### src/rtl/bdb_bounce_generator.sv
// rtl/bdb_bounce_generator.sv - multi-channel contact-bounce stimulus engine
// Each accepted op drives one channel through B glitches, then a D-cycle hold at the target level.
module bdb_bounce_generator #(
   parameter int          NUM_CH    = 4,
   parameter int          BOUNCE_W  = 4,
   parameter int          DUR_W     = 8,
   parameter int          CNT_W     = 16,
   parameter logic [15:0] LFSR_SEED = 16'hACE1,
   localparam int         CH_W      = (NUM_CH > 1) ? $clog2(NUM_CH) : 1
) (
   input  logic                clk,
   input  logic                reset,
   input  logic                op_valid,
   output logic                op_ready,
   input  logic [CH_W-1:0]     op_ch,
   input  logic                op_kind,
   input  logic [BOUNCE_W-1:0] op_bounces,
   input  logic [DUR_W-1:0]    op_duration,
   input  logic                mode_random,
   output logic [NUM_CH-1:0]   button_out,
   output logic                busy,
   output logic                op_done,
   output logic                op_error,
   output logic [CNT_W-1:0]    ops_count
);

   localparam int CW0 = (BOUNCE_W > DUR_W) ? BOUNCE_W : DUR_W;
   localparam int CW  = (CW0 > 3) ? CW0 : 3;

   typedef enum logic [2:0] {
      IDLE, BOUNCE_ON, BOUNCE_OFF, HOLD, DONE, ERR
   } state_t;

   state_t              state_q, state_d;
   logic [CH_W-1:0]     ch_q, ch_d;
   logic                tgt_q, tgt_d;
   logic                rnd_q, rnd_d;
   logic [BOUNCE_W-1:0] k_q, k_d;
   logic [DUR_W-1:0]    dur_q, dur_d;
   logic [CW-1:0]       cnt_q, cnt_d;
   logic [NUM_CH-1:0]   btn_q, btn_d;
   logic [CNT_W-1:0]    ops_q, ops_d;
   logic [15:0]         lfsr_q;

   logic          set_en;
   logic          set_lvl;
   logic [CW-1:0] rnd_w;

   assign rnd_w = CW'(lfsr_q[2:0]) + CW'(1);

   always_comb begin
      state_d = state_q;
      ch_d    = ch_q;
      tgt_d   = tgt_q;
      rnd_d   = rnd_q;
      k_d     = k_q;
      dur_d   = dur_q;
      cnt_d   = cnt_q;
      set_en  = 1'b0;
      set_lvl = 1'b0;
      ops_d   = ops_q;
      btn_d   = btn_q;

      case (state_q)
         IDLE: begin
            if (op_valid) begin
               ch_d  = op_ch;
               tgt_d = op_kind;
               rnd_d = mode_random;
               k_d   = op_bounces;
               dur_d = op_duration;
               if (int'(op_ch) >= NUM_CH) begin
                  state_d = ERR;
               end else begin
                  set_en  = 1'b1;
                  set_lvl = op_kind;
                  if (op_bounces != '0) begin
                     state_d = BOUNCE_ON;
                     cnt_d   = (mode_random ? rnd_w : CW'(op_bounces)) - CW'(1);
                  end else if (op_duration != '0) begin
                     state_d = HOLD;
                     cnt_d   = CW'(op_duration) - CW'(1);
                  end else begin
                     state_d = DONE;
                  end
               end
            end
         end
         BOUNCE_ON: begin
            if (cnt_q == '0) begin
               state_d = BOUNCE_OFF;
               set_en  = 1'b1;
               set_lvl = ~tgt_q;
               cnt_d   = (rnd_q ? rnd_w : CW'(k_q)) - CW'(1);
            end else begin
               cnt_d = cnt_q - CW'(1);
            end
         end
         BOUNCE_OFF: begin
            if (cnt_q == '0) begin
               k_d     = k_q - BOUNCE_W'(1);
               set_en  = 1'b1;
               set_lvl = tgt_q;
               // k_q == 1 means this was the last glitch
               if (k_q != BOUNCE_W'(1)) begin
                  state_d = BOUNCE_ON;
                  cnt_d   = (rnd_q ? rnd_w : CW'(k_q - BOUNCE_W'(1))) - CW'(1);
               end else if (dur_q != '0) begin
                  state_d = HOLD;
                  cnt_d   = CW'(dur_q) - CW'(1);
               end else begin
                  state_d = DONE;
               end
            end else begin
               cnt_d = cnt_q - CW'(1);
            end
         end
         HOLD: begin
            if (cnt_q == '0) state_d = DONE;
            else             cnt_d   = cnt_q - CW'(1);
         end
         DONE: begin
            state_d = IDLE;
            if (~&ops_q) ops_d = ops_q + CNT_W'(1);
         end
         ERR:     state_d = IDLE;
         default: state_d = IDLE;
      endcase

      if (set_en) begin
         for (int i = 0; i < NUM_CH; i++) begin
            if (ch_d == CH_W'(i)) btn_d[i] = set_lvl;
         end
      end
   end

   always_ff @(posedge clk or posedge reset) begin
      if (reset) begin
         state_q <= IDLE;
         ch_q    <= '0;
         tgt_q   <= 1'b0;
         rnd_q   <= 1'b0;
         k_q     <= '0;
         dur_q   <= '0;
         cnt_q   <= '0;
         btn_q   <= '0;
         ops_q   <= '0;
         lfsr_q  <= LFSR_SEED;
      end else begin
         state_q <= state_d;
         ch_q    <= ch_d;
         tgt_q   <= tgt_d;
         rnd_q   <= rnd_d;
         k_q     <= k_d;
         dur_q   <= dur_d;
         cnt_q   <= cnt_d;
         btn_q   <= btn_d;
         ops_q   <= ops_d;
         lfsr_q  <= {lfsr_q[14:0], lfsr_q[15] ^ lfsr_q[13] ^ lfsr_q[12] ^ lfsr_q[10]};
      end
   end

   assign op_ready   = (state_q == IDLE) && !reset;
   assign busy       = (state_q != IDLE);
   assign op_done    = (state_q == DONE);
   assign op_error   = (state_q == ERR);
   assign button_out = btn_q;
   assign ops_count  = ops_q;

endmodule

### config.mk
export PLATFORM = sky130hd
export DESIGN_NAME = bdb_bounce_generator
export DESIGN_NICKNAME = d
export VERILOG_FILES = /design/src/rtl/bdb_bounce_generator.sv
export SDC_FILE = /design/constraint.sdc
export NUM_CORES = 1
export LEC_CHECK = 0
export CELL_PAD_IN_SITES_DETAIL_PLACEMENT = 2
export CELL_PAD_IN_SITES_GLOBAL_PLACEMENT = 2
export CORE_MARGIN = 2
export CORE_UTILIZATION = 36
export CTS_BUF_LIST = sky130_fd_sc_hd__clkbuf_8
export DETAILED_ROUTE_END_ITERATION = 16
export PLACE_DENSITY = 0.89
export SYNTH_ARGS = -nofsm -noshare
export SYNTH_HDL_FRONTEND = slang
export SYNTH_SLANG_ARGS = --single-unit
### constraint.sdc
create_clock -name clk -period 3.3 [get_ports clk]
set_input_delay 0.66 -clock clk [delete_from_list [all_inputs] [get_ports clk]]
set_output_delay 0.66 -clock clk [all_outputs]
set_load 0.01 [all_outputs]
### Word level (Yosys, flattened, before mapping)

Index checks and enable logic that the tools add are counted.

* register bits after elaboration: 63
* word-level logic and storage cells: 99
* bits of input ports: 19
* output and inout port bits: 24

* reductions and logical operators: 22
* bitwise operators: 5
* muxes and demuxes: 33
* equality and inequality tests: 16
* add/subtract/negate cells: 10

Operator list (number)
* 8-bit 2-to-1 mux: 9
* 8-bit case mux with 4 select lines: 1
* 8-bit by 1-bit subtractor with 8-bit output (second input constant): 4
* 3-bit 2-to-1 mux: 8
* 16-bit by 1-bit adder with 16-bit output (second input constant): 1
* 4-bit 2-to-1 mux: 4
* 16-bit AND reduction: 1
* 8-bit nonzero test: 2
* 4-bit by 1-bit subtractor with 5-bit output (second input constant): 3
* 3-bit case mux with 4 select lines: 1
* 2-bit AND reduction: 6
* 2-bit != test (second input constant): 5
* 8-bit zero test: 1
* 4-bit case mux with 2 select lines: 1
* 4-bit nonzero test: 2
* 3-bit by 2-bit == test with 1-bit output (second input constant): 2
* 3-bit == test (second input constant): 2
* 1-bit 2-to-1 mux: 5
* 5-bit AND reduction: 1
* 3-bit by 1-bit adder with 4-bit output (second input constant): 1
* 2-bit == test (second input constant): 2
* 2-bit 2-to-1 mux: 2
* 4-bit by 1-bit != test with 1-bit output (second input constant): 1
* 4-bit != test (second input constant): 1
* 17 further kinds: 20

### Longest topological paths before layout

Gate-level depths: netlist of run 1.

* depth after elaboration: 6
* mapped depth: 12
* mapped depth without buffers: 10

### Worst setup path before layout of run 1

No wires, ideal clock.

* path type: reg-to-reg
* start point: register k_q[1]
* end point: register cnt_q[6]
* arrival: 2.474 ns
* clock period less this slack: 2.560 ns
* required time: 3.214 ns
* library setup time: 0.086 ns
* cell stages (with the launch flop): 11
* path buffers: 2
* path slack: 0.740 ns
* path through: dfrtp_1 inv_1 ha_1 buf_4 or3b_1 buf_2 o21ai_0 ha_1 a21bo_1 or4_1 a32oi_1

* longest elaborated chain between the ends: 6
* elaborated cells on any way between the ends: 12
* classes of those cells: 3 x add/sub; 2 x eq/ne; 6 x mux; 1 x reduce/logical

Ends and longest elaborated chain
* start: declaration: line 38 `logic [BOUNCE_W-1:0] k_q, k_d;`
* start signal: assignment: line 154 `k_q <= k_d;`
* 4-bit by 1-bit subtractor with 5-bit output: line 107 `cnt_d = (rnd_q ? rnd_w : CW'(k_q - BOUNCE_W'(1))) - CW'(1);`
* 8-bit 2-to-1 mux: line 107
* 8-bit by 1-bit subtractor with 8-bit output: line 107
* 8-bit 2-to-1 mux: line 105 `if (k_q != BOUNCE_W'(1)) begin`
* 8-bit 2-to-1 mux: line 100 `if (cnt_q == '0) begin`
* 8-bit case mux with 4 select lines: line 64 `case (state_q)`
* end signal: assignment: line 156 `cnt_q <= cnt_d;`
* end: declaration: line 40 `logic [CW-1:0] cnt_q, cnt_d;`

Several ways; a longest one is shown, not always the timed one.
A chain may end at the register's enable or synchronous reset.

### Worst setup path in the final report of run 1

* start point: input mode_random
* end point: register cnt_q[4]

* longest elaborated chain between the ends: 5

Ends and longest elaborated chain
* start: declaration: line 19 `input logic mode_random,`
* 4-bit 2-to-1 mux: line 79 `cnt_d = (mode_random ? rnd_w : CW'(op_bounces)) - CW'(1);`
* 4-bit by 1-bit subtractor with 5-bit output: line 79
* 8-bit 2-to-1 mux: line 77 `if (op_bounces != '0) begin`
* 8-bit 2-to-1 mux: line 66 `if (op_valid) begin`
* 8-bit case mux with 4 select lines: line 64

No other way between the ends. The select of a mux whose other input is x is not followed.

==> reports/qor.yml, run 1 <==
logic_synthesis:
  ys_warn_count: 0
  syn_area_sq_um: 3980
  yosys.area.top_type_share: 0.346
  synth_compound_area_frac: 0.192
  synth_area_leaders: "dfrtp_1 (35%), nand2_1 (5.7%), dfstp_2 (5.3%)"
  synthCells: 445
  synth_edf_count: 0
  yosysMostFrequentCell: "nand2_1"
  yosysUniqueCellTypes: 61
  synth-simple-area-share: 0.216
  async_reset_ff_frac: 1.00
  syn_avg_cell_area_sq_um: 8.94
  ys_ff_latch: 63
  synth_fa_ha_area_frac: 0.0315
  dominantRegCellSynth: "dfrtp_1"
  synth_xor_area_frac: 0.0771
  synth_commonest_cells: "nand2_1 (60), dfrtp_1 (55), o21ai_0 (30)"
  yosysTopAreaCell: "dfrtp_1"
  synth_top_family_by_area: "simple AND/OR/NAND/NOR gates"
  synth_nets: 474
  yosysSeqAreaShare: 0.399
  muxShareOfSynthArea: 0.0478
timing:
  whs_ns: 0.363
  slew-limit-headroom: 0.320
  period_needed_ns: 3.21
  tightest_slew_ns: 1.01
  setup_slack_ns: 0.0888
  timing.final.crit_share: 0.973
  finalSetupViolCount: 0
  fin_skew_ns: 0.0126
  hold_viol: 0
  finalMaxSlewViolations: 0
  max_freq_ghz: 0.311
power:
  net-switching-power_uw: 1800
  finalPower_uw: 3810
  p_int_uw: 2010
  pwr-share-comb: 0.449
  cellPowerDensity_nw_per_um2: 792
  clock_power_share: 0.215
  swShare: 0.471
  p_seq_frac: 0.335
  p_leak_uw: 0.00196
  peakVddDrop_mv: 0.349
die:
  core_sq_um: 10800
  dieHeight_um: 109
  rows: 38
  die_area_sq_um: 11900
  start_util: 0.368
  die_w_um: 109
  ios: 43
global_route:
  grt.overflow.total: 0
  grt_pass1_vias: 4501
  grt_pass1_wl_um: 28400
  antenna_found_initial: 0
  grt_start_max_net_pins: 47
  grt_usage: 0.328
placed_design:
  dp.final_hpwl_um: 11400
  numPortBuffers: 42
  place_area_sq_um: 4560
  dp_cells: 615
  place.gp.congestion: 0.941
  pre_cts_ws_ns: 0.270
drt:
  wl_um: 18400
  route.met3.wl_um: 1190
  avgViaCountPerCell: 6.41
  detail-route-antenna-nets: 0
  highest_layer: "met4"
  num_vias: 4046
  routedWlPerCell_um: 29.2
  met1_length_um: 7240
  drt_iter0_drc: 265
  drc_errors: 0
  firstDrtPassIters: 5
  dr_wl_met2_um: 9020
setup_path:
  worstPathCellList: "clkdlybuf4s50_1, o21ai_0, ha_1, a41oi_1, a32oi_1, o21ai_0, a311oi_1"
  max_stage_delay_ns: 0.63
  crit_type: "primary input to flip-flop"
  cp_num_buf_inv: 1
  crit_top_cell: "o21ai_0"
  cp_max_fo: 11
  crit_required_ns: 3.53
  worstSetupEndpointType: "flip-flop"
  arrival_ns: 3.44
  crit_family: "compound AO/OA/AOI/OAI gates"
  cp-start-kind: "primary input"
  cp_slowest_cell: "o21ai_0"
cells_and_area:
  fillers: 1123
  drive_gt1_frac: 0.114
  nNetsFinal: 515
  final_cells: 631
  antenna-diode-count: 0
  syn_to_final_growth_pct: 21.0
  postLayoutCellArea_sq_um: 4810
clocking:
  cts_root_buf: "clkbuf_8"
  cts.path.max_buffers: 2
  clk_pin_slew_ns: 0.09
  insertion_delay_ns: 0.37
  numCtsBuffers: 9
  cts_sinks: 63
  cts_hold_buf: 0
  cts_tree: "done"
  htreeDepth: 3
worst_hold_path:
  min_path_type: "flip-flop to flip-flop"
job:
  maxCapViolations: 0
outcome:
  status: "finished, final reports clean"
[cell usage in the layout (no fill, tap or decap), types with 7 or more instances in the layout]
cell type / synthesis / layout
a211oi_1: 8 / 8
a21oi_1: 24 / 24
buf_4: 1 / 11
clkbuf_8: 0 / 10
clkdlybuf4s50_1: 0 / 42
dfrtp_1: 55 / 54
dfstp_2: 8 / 8
ha_1: 10 / 9
inv_1: 14 / 13
mux2_2: 8 / 8
mux2i_1: 10 / 10
nand2_1: 60 / 59
nand3_1: 14 / 14
nor2_1: 24 / 24
nor3_1: 15 / 15
nor3b_1: 7 / 7
o21ai_0: 30 / 29
xnor2_1: 17 / 17
xor2_1: 18 / 18
[power by group through the flow]
stage	Clock, uW	Combinational, uW	Sequential (uW)
2_1_floorplan	0	1110	1070
3_3_place_gp	0	1410	1220
3_5_place_dp	0	1520	1250
4_1_cts	823	1660	1260
5_1_grt	850	1800	1290
6_report	820	1710	1280
[state kept, by name (all words and copies together), names as in the netlist]
signal,cells
cnt_q,8
k_q,4
ch_q,2
dur_q,8
button_out,4
rnd_q,1
ops_count,16
tgt_q,1
state_q,3
lfsr_q,16
[kinds of logic (layout without fill, tap and decap cells)]
logic type,after synthesis,count (layout)
and+or+nand+nor,167,167
AOI/OAI and AO/OA,115,115
DFF,63,63
buffers and inverters,37,83
xor gates and xnor gates,35,35
muxes,18,18
adders and majority gates,10,10
[worst register-to-register path: stages (launching register included)]
cell and delay (ns):
dfrtp_1 0.45, inv_1 0.14, ha_2 0.31, or3b_4 0.51, nor4_4 0.47, o211ai_1 0.30
nand2_2 0.27, o21ai_0 0.18, a311oi_1 0.39
[stage by stage]
stage                TNS, ns   util
floorplan                  0      -
global placement           0  0.423
detailed placement         0  0.423
CTS                        0  0.444
global route        -0.00481  0.446
finish                     0  0.446
[final cells by class]
cell class	count	area, sq um	share of cell area
clock buffer	10	138	0.0286
clock inverter	6	92.6	0.0193
inverter	14	52.6	0.0109
multi-input combinational	345	2260	0.470
sequential	63	1590	0.330
tap	140	175	0.0364
timing repair buffer	53	503	0.105
[path summary, 6_finish.rpt]
check                       startpoint             to  slack, ns  cells after the start
hold / removal               lfsr_q[6]      lfsr_q[7]       0.36                      0
setup reg to reg                k_q[1]       cnt_q[4]       0.14                      8
setup / recovery           mode_random       cnt_q[4]       0.09                      7
min in group asynchronous        reset  button_out[0]       0.93                      2
hold reg to reg              lfsr_q[6]      lfsr_q[7]       0.36                      0
max in group asynchronous        reset     state_q[1]       1.63                      3
[timing repair]
item                                    in CTS  in global routing
setup buffers                                0                  0
endpoints found under the setup margin       1                  7
cloned                                       0                  0
gates resized for setup                      1                  5
[per-layer routing]
metal | up-vias | global-route usage
met5 | - | 0
met4 | 0 | 0.180
met3 | 75 | 0.0735
met2 | 220 | 0.542
met1 | 2048 | 0.394
li1 | 1703 | -
No activity file was read; power rests on OpenSTA's default activity.
==> run 2, diff against run 1 <==
- CORE_MARGIN: 2 -> default
==> run 2 against run 1 <==
Clock power rose by 1%; routed wire length fell by 4.2%; core utilization fell by 0.12 points; power fell by 1.4%; hold slack improved by 0.0062 ns; first-iteration DRC count rose by 3.8%; count of clock-buffer cells in the layout did not move; sequential power barely moved; sequential share of layout area rose by 0.060 points; combinational power fell by 5%; final area fell by 0.26%; register-to-register slack barely moved; critical endpoint is now cnt_q[6]; largest cell class unchanged.
==> reports/qor.yml, run 2 (synthesized netlist as in run 1, its figures left out) <==
drt:
  drt_iter0_drc: 275  # +3.8%
  avgViaCountPerCell: 6.34  # -1.1%
  wl_um: 17600  # -4.2%
  drc_errors: 0  # unchanged
  num_vias: 3988  # -1.4%
  detail-route-antenna-nets: 0  # unchanged
  routedWlPerCell_um: 28.1  # -3.9%
  firstDrtPassIters: 4  # -1
setup_path:
  worstPathCellList: "ha_1, or3b_4, nor2_1, a21o_1, ha_1, a21bo_1, or4_1, a32oi_1"
  cp_max_fo: 11  # unchanged
  crit_family: "simple AND/OR/NAND/NOR gates"
  worstSetupEndpointType: "flip-flop"
  cp_slowest_cell: "dfrtp_1"
  crit_type: "flip-flop to flip-flop"
  crit_top_cell: "ha_1"
  crit_required_ns: 3.59  # +0.06 ns
  cp-start-kind: "flip-flop"
  arrival_ns: 3.44  # about the same
  cp_num_buf_inv: 0  # -1
  max_stage_delay_ns: 0.57  # -0.06 ns
power:
  p_leak_uw: 0.00197  # +0.26%
  finalPower_uw: 3750  # -1.4%
  peakVddDrop_mv: 0.395  # +13%
  cellPowerDensity_nw_per_um2: 782  # -1.2%
  pwr-share-comb: 0.433  # -0.016
  net-switching-power_uw: 1750  # -2.5%
  clock_power_share: 0.222  # +0.007
  p_int_uw: 2000  # -0.42%
  swShare: 0.466  # -0.00531
  p_seq_frac: 0.345  # +0.010
cells_and_area:
  mostFrequentLayoutCell: "nand2_1"
  final_cell_mix: "nand2_1 (60), dfrtp_1 (55), clkdlybuf4s50_1 (42)"
  fillers: 1125  # +0.18%
  final-seq-area_sq_um: 1590  # about the same
  drive_gt1_frac: 0.104  # -0.00976
  nNetsFinal: 513  # -0.39%
  multiInputGateArea_sq_um: 2250  # -0.28%
  antenna-diode-count: 0  # unchanged
  syn_to_final_growth_pct: 20.6
  utilization: 0.444  # -0.00116
outcome:
  status: "finished, final reports clean"
job:
  maxCapViolations: 0  # unchanged
die:
  die_area_sq_um: 11500  # -3.6%
  rows: 38  # unchanged
  die_w_um: 107  # -1.8%
  core_sq_um: 10800  # unchanged
  ios: 43  # unchanged
  start_util: 0.368  # unchanged
  dieHeight_um: 107  # -1.8%
clocking:
  cts_tree: "done"
  clk_pin_slew_ns: 0.08  # about the same
  cts_setup_buffers: 0  # unchanged
  numCtsBuffers: 9  # unchanged
  htreeDepth: 3  # unchanged
  insertion_delay_ns: 0.38  # about the same
  cts_sinks: 63  # unchanged
  cts_hold_buf: 0  # unchanged
  cts.path.max_buffers: 2  # unchanged
  cts_root_buf: "clkbuf_8"
timing:
  finalMaxSlewViolations: 0  # unchanged
  tightest_slew_ns: 1.04  # +0.0283 ns
  period_needed_ns: 3.15  # -0.0611 ns
  max_freq_ghz: 0.317  # +1.9%
  timing.final.crit_share: 0.955  # -0.0185
  hold_viol: 0  # unchanged
  finalSetupViolCount: 0  # unchanged
  rsz0062_at_grt: "no"
  whs_ns: 0.369  # +0.00615 ns
  fin_skew_ns: 0.0124  # -0.000156 ns
  slew-limit-headroom: 0.300  # -0.0204
  setup_tns_ns: 0  # unchanged
placed_design:
  numPortBuffers: 42  # unchanged
  dp.final_hpwl_um: 10800  # -5.3%
  place.gp.congestion: 0.865  # -8.1%
global_route:
  grt_pass1_wl_um: 27100  # -4.5%
  grt_start_max_net_pins: 64  # +36%
  grt.overflow.total: 0  # unchanged
  grt_usage: 0.324  # -0.00363
  antenna_found_initial: 0  # unchanged
  grt_pass1_vias: 4482  # -0.42%
worst_hold_path:
  min_path_type: "flip-flop to flip-flop"
run 2: per-stage QoR:
stage / area [sq um] / setup WS (ns) / std cells
after floorplan: 3980 / 0.740 / 445
after global placement: 4560 / 0.272 / 613
after detailed placement: 4560 / 0.124 / 613
after CTS: 4790 / 0.110 / 629
after global routing: 4800 / 0.0199 / 629
final: 4800 / 0.150 / 629
run 2: timing repair:
item,CTS,global route
gates resized for setup,0,2
endpoints found under the setup margin,0,2
endpoints found under the hold margin,0,0
run 2: final cells by class:
type	count	share of cell area
clock inverters	6	0.0188
inverters	14	0.0110
multi-input cells	345	0.470
repair buffers	51	0.104
flip-flops and latches	63	0.331
well taps	140	0.0365
clock buffers	10	0.0287
run 2: worst reg2reg max path, delay by kind of cell, from the launching register on:
| family | cells | cell delay [ns] |
|---|---|---|
| AOI/OAI and AO/OA | 3 | 0.65 |
| adders and majority gates | 2 | 0.68 |
| DFF | 1 | 0.57 |
| and+or+nand+nor | 3 | 1.16 |
run 2: layer usage:
metal  up-vias  global-route usage  wire, um
met5         -                   0         0
met4         0               0.187       908
met3        67              0.0632       989
met2       189               0.562      8830
met1      2030               0.370      6920
li1       1702                   -         -
run 2: power groups by stage:
| stage | combinational, uW | sequential [uW] | clock, uW |
|---|---|---|---|
| 6_report | 1630 | 1290 | 832 |
| 2_1_floorplan | 1110 | 1070 | 0 |
| 4_1_cts | 1590 | 1270 | 828 |
| 3_3_place_gp | 1360 | 1240 | 0 |
| 3_5_place_dp | 1460 | 1260 | 0 |
| 5_1_grt | 1720 | 1310 | 865 |
run 2: final timing paths:
check | start | end | slack [ns] | depth (start not counted)
worst max-delay path | k_q[0] | cnt_q[6] | 0.15 | 8
worst min-delay path | lfsr_q[3] | lfsr_q[4] | 0.37 | 0
worst max register to register | k_q[0] | cnt_q[6] | 0.15 | 8
worst min register to register | lfsr_q[3] | lfsr_q[4] | 0.37 | 0
max in group asynchronous | reset | lfsr_q[10] | 2.18 | 3
min in group asynchronous | reset | tgt_q | 0.77 | 3
==> run 3, diff against run 2 <==
- SKIP_CTS_REPAIR_TIMING: default -> 1
- TNS_END_PERCENT: default -> 20
- clock period: 3.3 -> 3.5 ns (I/O delays scaled with it)
==> run 3 against run 2 <==
Final cell count shrank 0.32%; sequential power shrank 5%; critical endpoint is now cnt_q[1]; core utilization shrank 0.68 points; combinational power shrank 9.8%; worst setup slack gained 0.0093 ns; flip-flop and latch count is the same.
==> reports/qor.yml, run 3 (synthesized netlist as in run 1, its figures left out) <==
setup_path:
  cp-start-kind: "primary input"
  reg2regPathDepth: 8  # unchanged
  r2r_setup_slack_ns: 0.24  # +0.09 ns
  arrival_ns: 3.56  # +0.12 ns
  crit_top_cell: "a311oi_1"
  cp_num_buf_inv: 2  # +2
  r2r-start: "cnt_q[0]"
  worstPathCellList: "clkdlybuf4s50_1, inv_1, ha_1, and4bb_2, a311oi_1, nand2_1, a311oi_1, a21oi_1"
  worstReg2RegEnd: "button_out[3]"
  cp_slowest_cell: "a311oi_1"
  crit_required_ns: 3.72  # +0.13 ns
  cp.depth: 8  # unchanged
  crit_family: "compound AO/OA/AOI/OAI gates"
  worstSetupEndpointType: "flip-flop"
  crit_type: "primary input to flip-flop"
  max_stage_delay_ns: 0.76  # +0.19 ns
  cp_max_fo: 8  # -3
outcome:
  status: "finished, final reports clean"
cells_and_area:
  mostFrequentLayoutCell: "nand2_1"
  final_cell_mix: "nand2_1 (60), dfrtp_1 (55), clkdlybuf4s50_1 (42)"
  nNetsFinal: 511  # -0.39%
  fillers: 1095  # -2.7%
  syn_to_final_growth_pct: 18.8
  drive_gt1_frac: 0.0945  # -0.00984
  antenna-diode-count: 0  # unchanged
  postLayoutCellArea_sq_um: 4720  # -1.5%
timing:
  hold_viol: 0  # unchanged
  max_freq_ghz: 0.299
  slew-limit-headroom: 0.302  # +0.00230
  fin_skew_ns: 0.0136  # +0.00113 ns
  setup_tns_ns: 0  # unchanged
  tightest_slew_ns: 1.04  # -0.00133 ns
  timing.final.crit_share: 0.955
  whs_ns: 0.350  # -0.0192 ns
  finalMaxSlewViolations: 0  # unchanged
  period_needed_ns: 3.34
  finalSetupViolCount: 0  # unchanged
  rsz0062_at_grt: "no"
drt:
  detail-route-antenna-nets: 0  # unchanged
  wl_um: 16800  # -4.8%
  avgViaCountPerCell: 6.23  # -1.7%
  drt_iter0_drc: 265  # -3.6%
  drc_errors: 0  # unchanged
  routedWlPerCell_um: 26.8  # -4.5%
  firstDrtPassIters: 4  # unchanged
  num_vias: 3907  # -2.0%
power:
  clock_power_share: 0.196  # -0.026
  p_seq_frac: 0.364  # +0.019
  pwr-share-comb: 0.439  # +0.006
  p_leak_uw: 0.00193  # -1.7%
  p_int_uw: 1770  # -11%
  net-switching-power_uw: 1570  # -10%
  swShare: 0.469  # +0.00328
  finalPower_uw: 3340  # -11%
  peakVddDrop_mv: 0.333  # -16%
  cellPowerDensity_nw_per_um2: 708  # -9.5%
clocking:
  numCtsBuffers: 9  # unchanged
  htreeDepth: 3  # unchanged
  cts_root_buf: "clkbuf_8"
  cts.path.max_buffers: 2  # unchanged
  cts_sinks: 63  # unchanged
  insertion_delay_ns: 0.36  # -0.02 ns
  clk_pin_slew_ns: 0.07  # about the same
  cts_tree: "done"
placed_design:
  dp.final_hpwl_um: 11000  # +1.6%
  place_area_sq_um: 4530  # -0.60%
  numPortBuffers: 42  # unchanged
  place.gp.congestion: 0.901  # +4.2%
global_route:
  grt.overflow.total: 0  # unchanged
  grt_pass1_wl_um: 26500  # -2.3%
  grt_usage: 0.311  # -0.0130
  grt_pass1_vias: 4498  # +0.36%
  grt_start_max_net_pins: 64  # unchanged
  antenna_found_initial: 0  # unchanged
worst_hold_path:
  holdPathEnd: "lfsr_q[4]"
  hold-path-cell-count: 0  # unchanged
  hold_start: "lfsr_q[3]"
  min_path_type: "flip-flop to flip-flop"
die:
  start_util: 0.368  # unchanged
  die_w_um: 107  # unchanged
  ios: 43  # unchanged
  rows: 38  # unchanged
  dieHeight_um: 107  # unchanged
  core_sq_um: 10800  # unchanged
  die_area_sq_um: 11500  # unchanged
job:
  maxCapViolations: 0  # unchanged
run 3: changes by cell type in the layout (fill, tap and decap cells not counted), sizes merged:
cell | previous run | this run
clkinv | 1 | 4
inv | 16 | 15
bufinv | 2 | 1
clkbuf | 10 | 9
buf | 9 | 7
run 3: through the flow:
stage,setup slack [ns],utilization,cells
floorplan,0.940,-,445
global placement,0.436,0.420,611
detailed placement,0.296,0.420,611
CTS,0.250,0.438,627
global route,0.00775,0.438,627
finish,0.159,0.438,627
run 3: worst reg2reg max path: stages, from the launching register on:
cell	delay, ns
dfrtp_1	0.43
inv_1	0.08
ha_1	0.24
nor4b_1	0.59
and2_1	0.63
o21ai_0	0.29
o21ai_0	0.43
nand2_1	0.17
mux2_2	0.30
run 3: power groups by stage:
stage | clock network [uW] | logic, uW | registers, uW
floorplan | 0 | 1050 | 1010
global placement | 0 | 1270 | 1170
detailed placement | 0 | 1370 | 1190
CTS | 661 | 1440 | 1200
global route | 686 | 1580 | 1230
finish | 656 | 1470 | 1220
run 3: per-layer routing:
layer  share of wire  wire (um)  vias up  global-route usage
met5               0          0        -                   0
li1                -          -     1696                   -
met2            0.52       8730      139               0.559
met4           0.038        646        0               0.148
met3           0.047        796       53              0.0614
met1            0.39       6630     2019               0.352
run 3: worst max path at each step:
stage                         startpoint             to  slack, ns
final                     op_duration[0]       cnt_q[1]       0.16
after global placement    op_duration[0]       cnt_q[2]       0.44
after floorplan                   k_q[1]       cnt_q[6]       0.94
after CTS                 op_duration[0]       cnt_q[1]       0.25
after global routing            cnt_q[0]  button_out[3]      0.008
after detailed placement  op_duration[4]       cnt_q[4]       0.30
run 3: final cells by class:
class	instances	area (sq um)	share of cell area
Clock buffer	9	124	0.0262
Timing Repair Buffer	49	473	0.100
Sequential cell	63	1590	0.336
Inverter	14	52.6	0.0111
Tap cell	140	175	0.0371
Clock inverter	7	65.1	0.0138
Multi-Input combinational cell	345	2250	0.476
